--- config.mk ---
export PLATFORM = sky130hd
export DESIGN_NAME = axis_gain_limiter_flat
export DESIGN_NICKNAME = d
export VERILOG_FILES = /design/src/rtl/axis_gain_limiter_if.sv /design/src/rtl/axis_gain_limiter.sv /design/src/flat_wrapper.sv
export SDC_FILE = /design/constraint.sdc
export NUM_CORES = 2
export LEC_CHECK = 0
export ABC_AREA = 1
export CORE_AREA = 2 2 242 244
export DETAILED_ROUTE_END_ITERATION = 10
export DIE_AREA = 0 0 244 246
export PLACE_DENSITY = 0.78
export SETUP_SLACK_MARGIN = 0.1
export SLEW_MARGIN = 20
export SYNTH_ARGS = -nofsm -noshare
export SYNTH_HDL_FRONTEND = slang
export SYNTH_SLANG_ARGS = --single-unit
--- constraint.sdc ---
create_clock -name clk -period 15.1 [get_ports clk]
set_clock_uncertainty 0.2 [all_clocks]
set_input_delay 3.02 -clock clk [delete_from_list [all_inputs] [get_ports clk]]
set_output_delay 3.02 -clock clk [all_outputs]
set_load 0.01 [all_outputs]
--- src/rtl/axis_gain_limiter_if.sv ---
// AXI-Stream word channel: data, valid, ready and last.
// Valid/ready contract: a word moves on a rising clk edge where both valid
// and ready are 1. The master holds data/last stable while valid=1 and ready=0.
interface axis_gain_limiter_if #(
    parameter int DATA_WIDTH = 24
);
    logic [DATA_WIDTH-1:0] data;
    logic                  valid;
    logic                  ready;
    logic                  last;

    modport master (output data, output valid, output last, input ready);
    modport slave  (input data, input valid, input last, output ready);
endinterface

--- src/rtl/axis_gain_limiter.sv ---
// Frame-based gain and limiter stage for an audio AXI-Stream path.
// Each frame of NUM_CHANNELS samples is buffered, scaled by an unsigned Q2
// gain, saturated to full scale, optionally hard-clipped at +/-thresh and
// sent on. Counts saturated/clipped samples and flags malformed frames.
module axis_gain_limiter #(
    parameter int DATA_WIDTH   = 24,
    parameter int GAIN_WIDTH   = 8,
    parameter int NUM_CHANNELS = 2
) (
    input  logic                    clk,
    input  logic                    rst,
    input  logic [GAIN_WIDTH+1:0]   gain,
    input  logic                    clip_en,
    input  logic [DATA_WIDTH-2:0]   thresh,
    input  logic                    clr_count,
    axis_gain_limiter_if.slave      s_axis,
    axis_gain_limiter_if.master     m_axis,
    output logic [15:0]             clip_count,
    output logic                    frame_err,
    output logic [1:0]              fsm_state
);
    localparam int DW = DATA_WIDTH;
    localparam int GW = GAIN_WIDTH;
    localparam int N  = NUM_CHANNELS;
    localparam int PW = DW + GW + 2;
    localparam int IW = (N > 1) ? $clog2(N) : 1;
    localparam int CW = $clog2(N + 1);
    localparam logic [IW-1:0] LAST_IDX = IW'(N - 1);
    localparam logic signed [PW-1:0] SAT_MAX = {{(PW-DW+1){1'b0}}, {(DW-1){1'b1}}};
    localparam logic signed [PW-1:0] SAT_MIN = {{(PW-DW+1){1'b1}}, {(DW-1){1'b0}}};

    typedef enum logic [1:0] {
        RECV = 2'd0,
        MUL  = 2'd1,
        CLIP = 2'd2,
        SEND = 2'd3
    } state_t;

    state_t state, state_next;

    // Synchronizers for the asynchronous control inputs
    logic [GW+1:0] gain_meta, gain_sync;
    logic          clip_en_meta, clip_en_sync;
    logic [DW-2:0] thresh_meta, thresh_sync;

    // Per-frame copies of the synced controls
    logic [GW+1:0] gain_l;
    logic          clip_en_l;
    logic [DW-2:0] thresh_l;

    logic [DW-1:0]        samp      [N];
    logic signed [PW-1:0] prod      [N];
    logic signed [PW-1:0] prod_next [N];
    logic [DW-1:0]        res       [N];
    logic [DW-1:0]        res_next  [N];
    logic [CW-1:0]        n_hit;

    logic [IW-1:0] in_idx, out_idx, out_idx_inc;
    logic          s_ready, m_valid, m_last;
    logic [DW-1:0] m_data;
    logic          s_fire, in_close, m_fire, out_done;
    logic [16:0]   count_sum;

    assign s_axis.ready = s_ready;
    assign m_axis.valid = m_valid;
    assign m_axis.data  = m_data;
    assign m_axis.last  = m_last;
    assign fsm_state    = state;

    assign s_fire      = (state == RECV) && s_ready && s_axis.valid;
    assign in_close    = s_fire && (s_axis.last || (in_idx == LAST_IDX));
    assign m_fire      = (state == SEND) && m_valid && m_axis.ready;
    assign out_done    = m_fire && (out_idx == LAST_IDX);
    assign out_idx_inc = out_idx + IW'(1);

    // Next-state logic
    always_comb begin
        state_next = state;
        case (state)
            RECV:    if (in_close) state_next = MUL;
            MUL:     state_next = CLIP;
            CLIP:    state_next = SEND;
            SEND:    if (out_done) state_next = RECV;
            default: state_next = RECV;
        endcase
    end

    // State register
    always_ff @(posedge clk or posedge rst) begin
        if (rst) state <= RECV;
        else     state <= state_next;
    end

    // Two-flop synchronizers for gain, clip_en and thresh
    always_ff @(posedge clk or posedge rst) begin
        if (rst) begin
            gain_meta    <= '0;
            gain_sync    <= '0;
            clip_en_meta <= 1'b0;
            clip_en_sync <= 1'b0;
            thresh_meta  <= '0;
            thresh_sync  <= '0;
        end else begin
            gain_meta    <= gain;
            gain_sync    <= gain_meta;
            clip_en_meta <= clip_en;
            clip_en_sync <= clip_en_meta;
            thresh_meta  <= thresh;
            thresh_sync  <= thresh_meta;
        end
    end

    // Frame capture: buffer words, zero-fill on early last, latch controls, track framing
    always_ff @(posedge clk or posedge rst) begin
        if (rst) begin
            in_idx    <= '0;
            gain_l    <= '0;
            clip_en_l <= 1'b0;
            thresh_l  <= '0;
            frame_err <= 1'b0;
            for (int k = 0; k < N; k++) samp[k] <= '0;
        end else if (s_fire) begin
            if (in_idx == '0) begin
                gain_l    <= gain_sync;
                clip_en_l <= clip_en_sync;
                thresh_l  <= thresh_sync;
            end
            for (int k = 0; k < N; k++) begin
                if (IW'(k) == in_idx)
                    samp[k] <= s_axis.data;
                else if (s_axis.last && (IW'(k) > in_idx))
                    samp[k] <= '0;
            end
            if ((s_axis.last && (in_idx != LAST_IDX)) || (!s_axis.last && (in_idx == LAST_IDX)))
                frame_err <= 1'b1;
            in_idx <= in_close ? '0 : (in_idx + IW'(1));
        end
    end

    // Full-precision signed x unsigned product; both operands widened to PW bits
    always_comb begin
        for (int k = 0; k < N; k++) begin
            prod_next[k] = $signed({{(GW+2){samp[k][DW-1]}}, samp[k]})
                         * $signed({{DW{1'b0}}, gain_l});
        end
    end

    // MUL register
    always_ff @(posedge clk or posedge rst) begin
        if (rst) begin
            for (int k = 0; k < N; k++) prod[k] <= '0;
        end else if (state == MUL) begin
            for (int k = 0; k < N; k++) prod[k] <= prod_next[k];
        end
    end

    // Rescale, saturate to full scale, optional symmetric hard clip, count hits
    always_comb begin
        logic signed [PW-1:0] y;
        logic signed [PW-1:0] t_pos;
        logic signed [PW-1:0] t_neg;
        logic                 hit;
        n_hit = '0;
        y     = '0;
        hit   = 1'b0;
        t_pos = $signed({{(PW-DW+1){1'b0}}, thresh_l});
        t_neg = -t_pos;
        for (int k = 0; k < N; k++) begin
            y   = prod[k] >>> GW;
            hit = 1'b0;
            if (y > SAT_MAX) begin
                y   = SAT_MAX;
                hit = 1'b1;
            end else if (y < SAT_MIN) begin
                y   = SAT_MIN;
                hit = 1'b1;
            end
            if (clip_en_l) begin
                if (y > t_pos) begin
                    y   = t_pos;
                    hit = 1'b1;
                end else if (y < t_neg) begin
                    y   = t_neg;
                    hit = 1'b1;
                end
            end
            res_next[k] = y[DW-1:0];
            n_hit       = n_hit + CW'(hit);
        end
    end

    // CLIP register
    always_ff @(posedge clk or posedge rst) begin
        if (rst) begin
            for (int k = 0; k < N; k++) res[k] <= '0;
        end else if (state == CLIP) begin
            for (int k = 0; k < N; k++) res[k] <= res_next[k];
        end
    end

    assign count_sum = {1'b0, clip_count} + 17'(n_hit);

    // Saturating clip-event counter; clear wins over a same-cycle increment
    always_ff @(posedge clk or posedge rst) begin
        if (rst)                clip_count <= '0;
        else if (clr_count)     clip_count <= '0;
        else if (state == CLIP) clip_count <= count_sum[16] ? 16'hFFFF : count_sum[15:0];
    end

    // Registered handshake and output word; data reads 0 whenever valid is low
    always_ff @(posedge clk or posedge rst) begin
        if (rst) begin
            s_ready <= 1'b0;
            m_valid <= 1'b0;
            m_last  <= 1'b0;
            m_data  <= '0;
            out_idx <= '0;
        end else begin
            s_ready <= (state_next == RECV);
            if (state == SEND) begin
                if (!m_valid) begin
                    m_valid <= 1'b1;
                    m_data  <= res[0];
                    m_last  <= (LAST_IDX == '0);
                    out_idx <= '0;
                end else if (m_axis.ready) begin
                    if (out_idx == LAST_IDX) begin
                        m_valid <= 1'b0;
                        m_data  <= '0;
                        m_last  <= 1'b0;
                        out_idx <= '0;
                    end else begin
                        m_data  <= res[out_idx_inc];
                        m_last  <= (out_idx_inc == LAST_IDX);
                        out_idx <= out_idx_inc;
                    end
                end
            end
        end
    end
endmodule

--- src/flat_wrapper.sv ---
// flat-port wrapper written by rule: the top's interface ports become plain ports
module axis_gain_limiter_flat 
#(
    parameter int DATA_WIDTH   = 24,
    parameter int GAIN_WIDTH   = 8,
    parameter int NUM_CHANNELS = 2
)
  (clk, rst, gain, clip_en, thresh, clr_count, clip_count, frame_err, fsm_state, s_axis_data, s_axis_valid, s_axis_last, s_axis_ready, m_axis_data, m_axis_valid, m_axis_last, m_axis_ready);
  axis_gain_limiter_if #(.DATA_WIDTH(DATA_WIDTH)) s_axis_i ();
  axis_gain_limiter_if #(.DATA_WIDTH(DATA_WIDTH)) m_axis_i ();
  input  logic clk;
  input  logic rst;
  input  logic [GAIN_WIDTH+1:0] gain;
  input  logic clip_en;
  input  logic [DATA_WIDTH-2:0] thresh;
  input  logic clr_count;
  output logic [15:0] clip_count;
  output logic frame_err;
  output logic [1:0] fsm_state;
  input wire logic [$bits(s_axis_i.data)-1:0] s_axis_data;
  input wire logic [$bits(s_axis_i.valid)-1:0] s_axis_valid;
  input wire logic [$bits(s_axis_i.last)-1:0] s_axis_last;
  output wire logic [$bits(s_axis_i.ready)-1:0] s_axis_ready;
  output wire logic [$bits(m_axis_i.data)-1:0] m_axis_data;
  output wire logic [$bits(m_axis_i.valid)-1:0] m_axis_valid;
  output wire logic [$bits(m_axis_i.last)-1:0] m_axis_last;
  input wire logic [$bits(m_axis_i.ready)-1:0] m_axis_ready;
  assign s_axis_i.data = s_axis_data;
  assign s_axis_i.valid = s_axis_valid;
  assign s_axis_i.last = s_axis_last;
  assign s_axis_ready = s_axis_i.ready;
  assign m_axis_data = m_axis_i.data;
  assign m_axis_valid = m_axis_i.valid;
  assign m_axis_last = m_axis_i.last;
  assign m_axis_i.ready = m_axis_ready;
  axis_gain_limiter #(.DATA_WIDTH(DATA_WIDTH), .GAIN_WIDTH(GAIN_WIDTH), .NUM_CHANNELS(NUM_CHANNELS)) u_core (.clk(clk), .rst(rst), .gain(gain), .clip_en(clip_en), .thresh(thresh), .clr_count(clr_count), .s_axis(s_axis_i), .m_axis(m_axis_i), .clip_count(clip_count), .frame_err(frame_err), .fsm_state(fsm_state));
endmodule
==> results_dict.tcl <==
set metrics [dict create \
    r2r_cells 32 \
    die_w_um 244 \
    max_freq_mhz 141 \
    p_int_mw 1.68 \
    rsz0062_at_grt "false" \
    crit_arrival_ps 7380 \
    grt_max_degree 163 \
    postSynthAreaPerCell_um2 7.66 \
    pre_cts_ws_ps 8180 \
    ant_nets 0 \
    status "finished clean" \
    dpl.cell_count 5171 \
    io_buffer_count 109 \
    htreeDepth 2 \
    power.total_mw 2.54 \
    setup_viol_count_final 0 \
    ctsResizeCount 0 \
    finalCritPeriodShare_pct 47.1 \
    rows 88 \
    synth_edf_count 0 \
    synth_cells 4467 \
    core_area_um2 57400 \
    worstMarginPinSlew_ps 1060 \
    cts.sinks 297 \
    seqCellArea_um2 7430 \
    holdWs_ps 136 \
    power_density_nw_per_um2 68.8 \
    first_pass_iters 7 \
    ys_ff_latch 297 \
    dp_hpwl_mm 73.7 \
    hold_end "u_core.thresh_sync[17]$_DFF_PP0_" \
    pwr-share-seq_pct 40.9 \
    drive_gt1_share_pct 4.54 \
    finalMaxSlewViolations 0 \
    worstHoldStart "u_core.thresh_meta[17]$_DFF_PP0_" \
    cts_inserted_buffers 34 \
    hp-class "flip-flop to flip-flop" \
    grt_pass1_wl_mm 154 \
    ff2ff_setup_slack_ps 7990 \
    drc 0 \
    synthTopCellsByCount "nand2_1, inv_1, fa_1, dfrtp_1, ha_1" \
    synthTopCellsByArea "fa_1, dfrtp_1, nand2_1" \
    worstPathRequired_ps 15370 \
    setup_tns_ps 0 \
    die_h_um 246 \
    dr_total_vias 28887 \
    start_kind "flip-flop" \
    slowest_stage "nor3b_2" \
    antenna_found_initial 3 \
    ys.flop_type "dfrtp_1" \
    grt_use_total_pct 32.5 \
    slowest_delay_ps 720 \
    start_util_pct 59.6 \
    hold_buffers 0 \
    hold_violations 0 \
    endpoint_kind "flip-flop" \
    gp_congestion 1.03 \
    root_buffer "clkbuf_16" \
    switching_share_pct 33.8 \
    grt_remaining_overflow 0 \
    grt_pass1_vias 28817 \
    reg2reg_to "u_core.clip_count[10]$_DFFE_PP0P_" \
    power_leakage_nw 20.0 \
    wire_per_inst_um 18.1 \
    pwr-share-comb_pct 23.9 \
    cp_max_fo 25 \
    clk_path_buf_depth 3 \
    setup_slack_ps 7990 \
    hold_depth 0 \
    ir_drop_mv 0.0938 \
    syn_area_um2 34200 \
    dieArea_um2 60000 \
    worst_path_most_repeated_cell "nand2_1" \
    cts_setup_buffers 0 \
    io_pins 110 \
    vias_per_cell 5.52 \
    area_delta_synth_final_pct 7.77 \
    synth_cell_types 54 \
    seq_area_frac_synth_pct 21.7 \
    drtIter0Drc 2369 \
    clock_latency_ps 570 \
    synth_largest_area_cell "fa_1" \
    clock_power_share_pct 35.2 \
    timing.rr.start "u_core.thresh_l[1]$_DFFE_PP0P_" \
    clkTransAtPathRegs_ps 60 \
    wl_mm 94.9 \
    multi_input_area_um2 22400 \
    cts_tree "yes" \
    synth_nets 5201 \
    n_fill_cell 4920 \
    synth-async-reset-ratio_pct 100 \
    yosysTopAreaCellShare_pct 24.0 \
    path_class "flip-flop to flip-flop" \
    yosysMostFrequentCell "nand2_1" \
    drv_cap 0 \
    yosys_warnings 0 \
    instances_no_fill 5236 \
    period_needed_ps 7110 \
    final_nets 5176 \
    power_switching_mw 0.857 \
    relSlewSlack_pct 29.3 \
]
[worst max-delay path: cells and delay by family (launching register included)]
kind | cells | cell delay [ps]
buffers and inverters | 3 | 340
DFF | 1 | 390
adders and majority gates | 4 | 1120
and+or+nand+nor | 22 | 4440
AOI/OAI and AO/OA | 3 | 520
[registers in the layout, summed over array words and instances (netlist names)]
| name | flops |
|---|---|
| u_core.s_axis.ready | 1 |
| u_core.gain_l | 10 |
| u_core.m_axis.data | 24 |
| u_core.m_axis.last | 1 |
| u_core.clip_en_sync | 1 |
| u_core.gain_meta | 10 |
| u_core.fsm_state | 2 |
| u_core.in_idx | 1 |
| u_core.prod | 52 |
| u_core.res | 48 |
| u_core.frame_err | 1 |
| u_core.thresh_l | 23 |
| u_core.clip_en_l | 1 |
| u_core.samp | 48 |
| u_core.clip_en_meta | 1 |
| u_core.thresh_meta | 23 |
| u_core.gain_sync | 10 |
| u_core.m_axis.valid | 1 |
| u_core.thresh_sync | 23 |
| u_core.clip_count | 16 |
[stage by stage]
step           util (%)  cell area, µm²
2_1_floorplan         -           34200
3_3_place_gp       62.2           35700
3_5_place_dp       62.2           35700
4_1_cts            64.3           36900
5_1_grt            64.3           36900
6_report           64.3           36900
[cells by family after synthesis]
group | after synthesis | share of synthesized area, %
and+or+nand+nor | 1788 | 21.7
buffers and inverters | 1158 | 13.0
adders and majority gates | 670 | 33.5
AOI/OAI and AO/OA | 465 | 7.60
DFF | 297 | 21.7
xor gates and xnor gates | 54 | 1.38
muxes | 35 | 1.15
[worst max-delay path by stage]
stage          slack, ps                            from                                end  cells past startpoint
6_report            7990  u_core.thresh_l[1]$_DFFE_PP0P_  u_core.clip_count[10]$_DFFE_PP0P_                     32
3_3_place_gp        8310  u_core.thresh_l[1]$_DFFE_PP0P_  u_core.clip_count[14]$_DFFE_PP0P_                     32
3_5_place_dp        8180  u_core.thresh_l[1]$_DFFE_PP0P_  u_core.clip_count[13]$_DFFE_PP0P_                     32
5_1_grt             7420  u_core.thresh_l[1]$_DFFE_PP0P_  u_core.clip_count[14]$_DFFE_PP0P_                     32
4_1_cts             8120  u_core.thresh_l[1]$_DFFE_PP0P_  u_core.clip_count[10]$_DFFE_PP0P_                     32
2_1_floorplan       3680                             rst   u_core.clip_count[0]$_DFFE_PP0P_                      1
[layout make-up]
| type | count | area share [%] |
|---|---|---|
| Inverter | 968 | 9.88 |
| Timing Repair Buffer | 129 | 3.40 |
| Sequential cell | 297 | 20.2 |
| Antenna cell | 3 | 0.0204 |
| Tap cell | 765 | 2.60 |
| Clock buffer | 49 | 2.74 |
| Multi-Input combinational cell | 3012 | 60.7 |
| Clock inverter | 13 | 0.543 |
[power groups by stage]
stage	Combinational (mW)	Clock (mW)	Sequential, mW
floorplan	0.408	0	0.989
CTS	0.608	0.904	1.03
global route	0.675	0.936	1.05
global placement	0.599	0	1.04
detailed placement	0.606	0	1.05
finish	0.607	0.892	1.04
[placed cells by master (no fill, tap or decap), types with 38 or more instances in the layout]
cell type,count
nand3_1,256
nor2_1,238
inv_1,939
a21oi_1,201
fa_1,411
a31oi_1,38
dfrtp_1,296
o21ai_0,137
ha_1,259
nand2_1,1184
clkdlybuf4s50_1,109
[per-layer routing]
metal  routed length (µm)  GRT usage (%)  up-vias
met5                    0              0        -
met4                 4080           12.8        0
met3                 7830           5.38      225
met2                43100           52.3     1296
met1                39900           44.2    13843
li1                     -              -    13523
(Power assumes the default switching activity.)
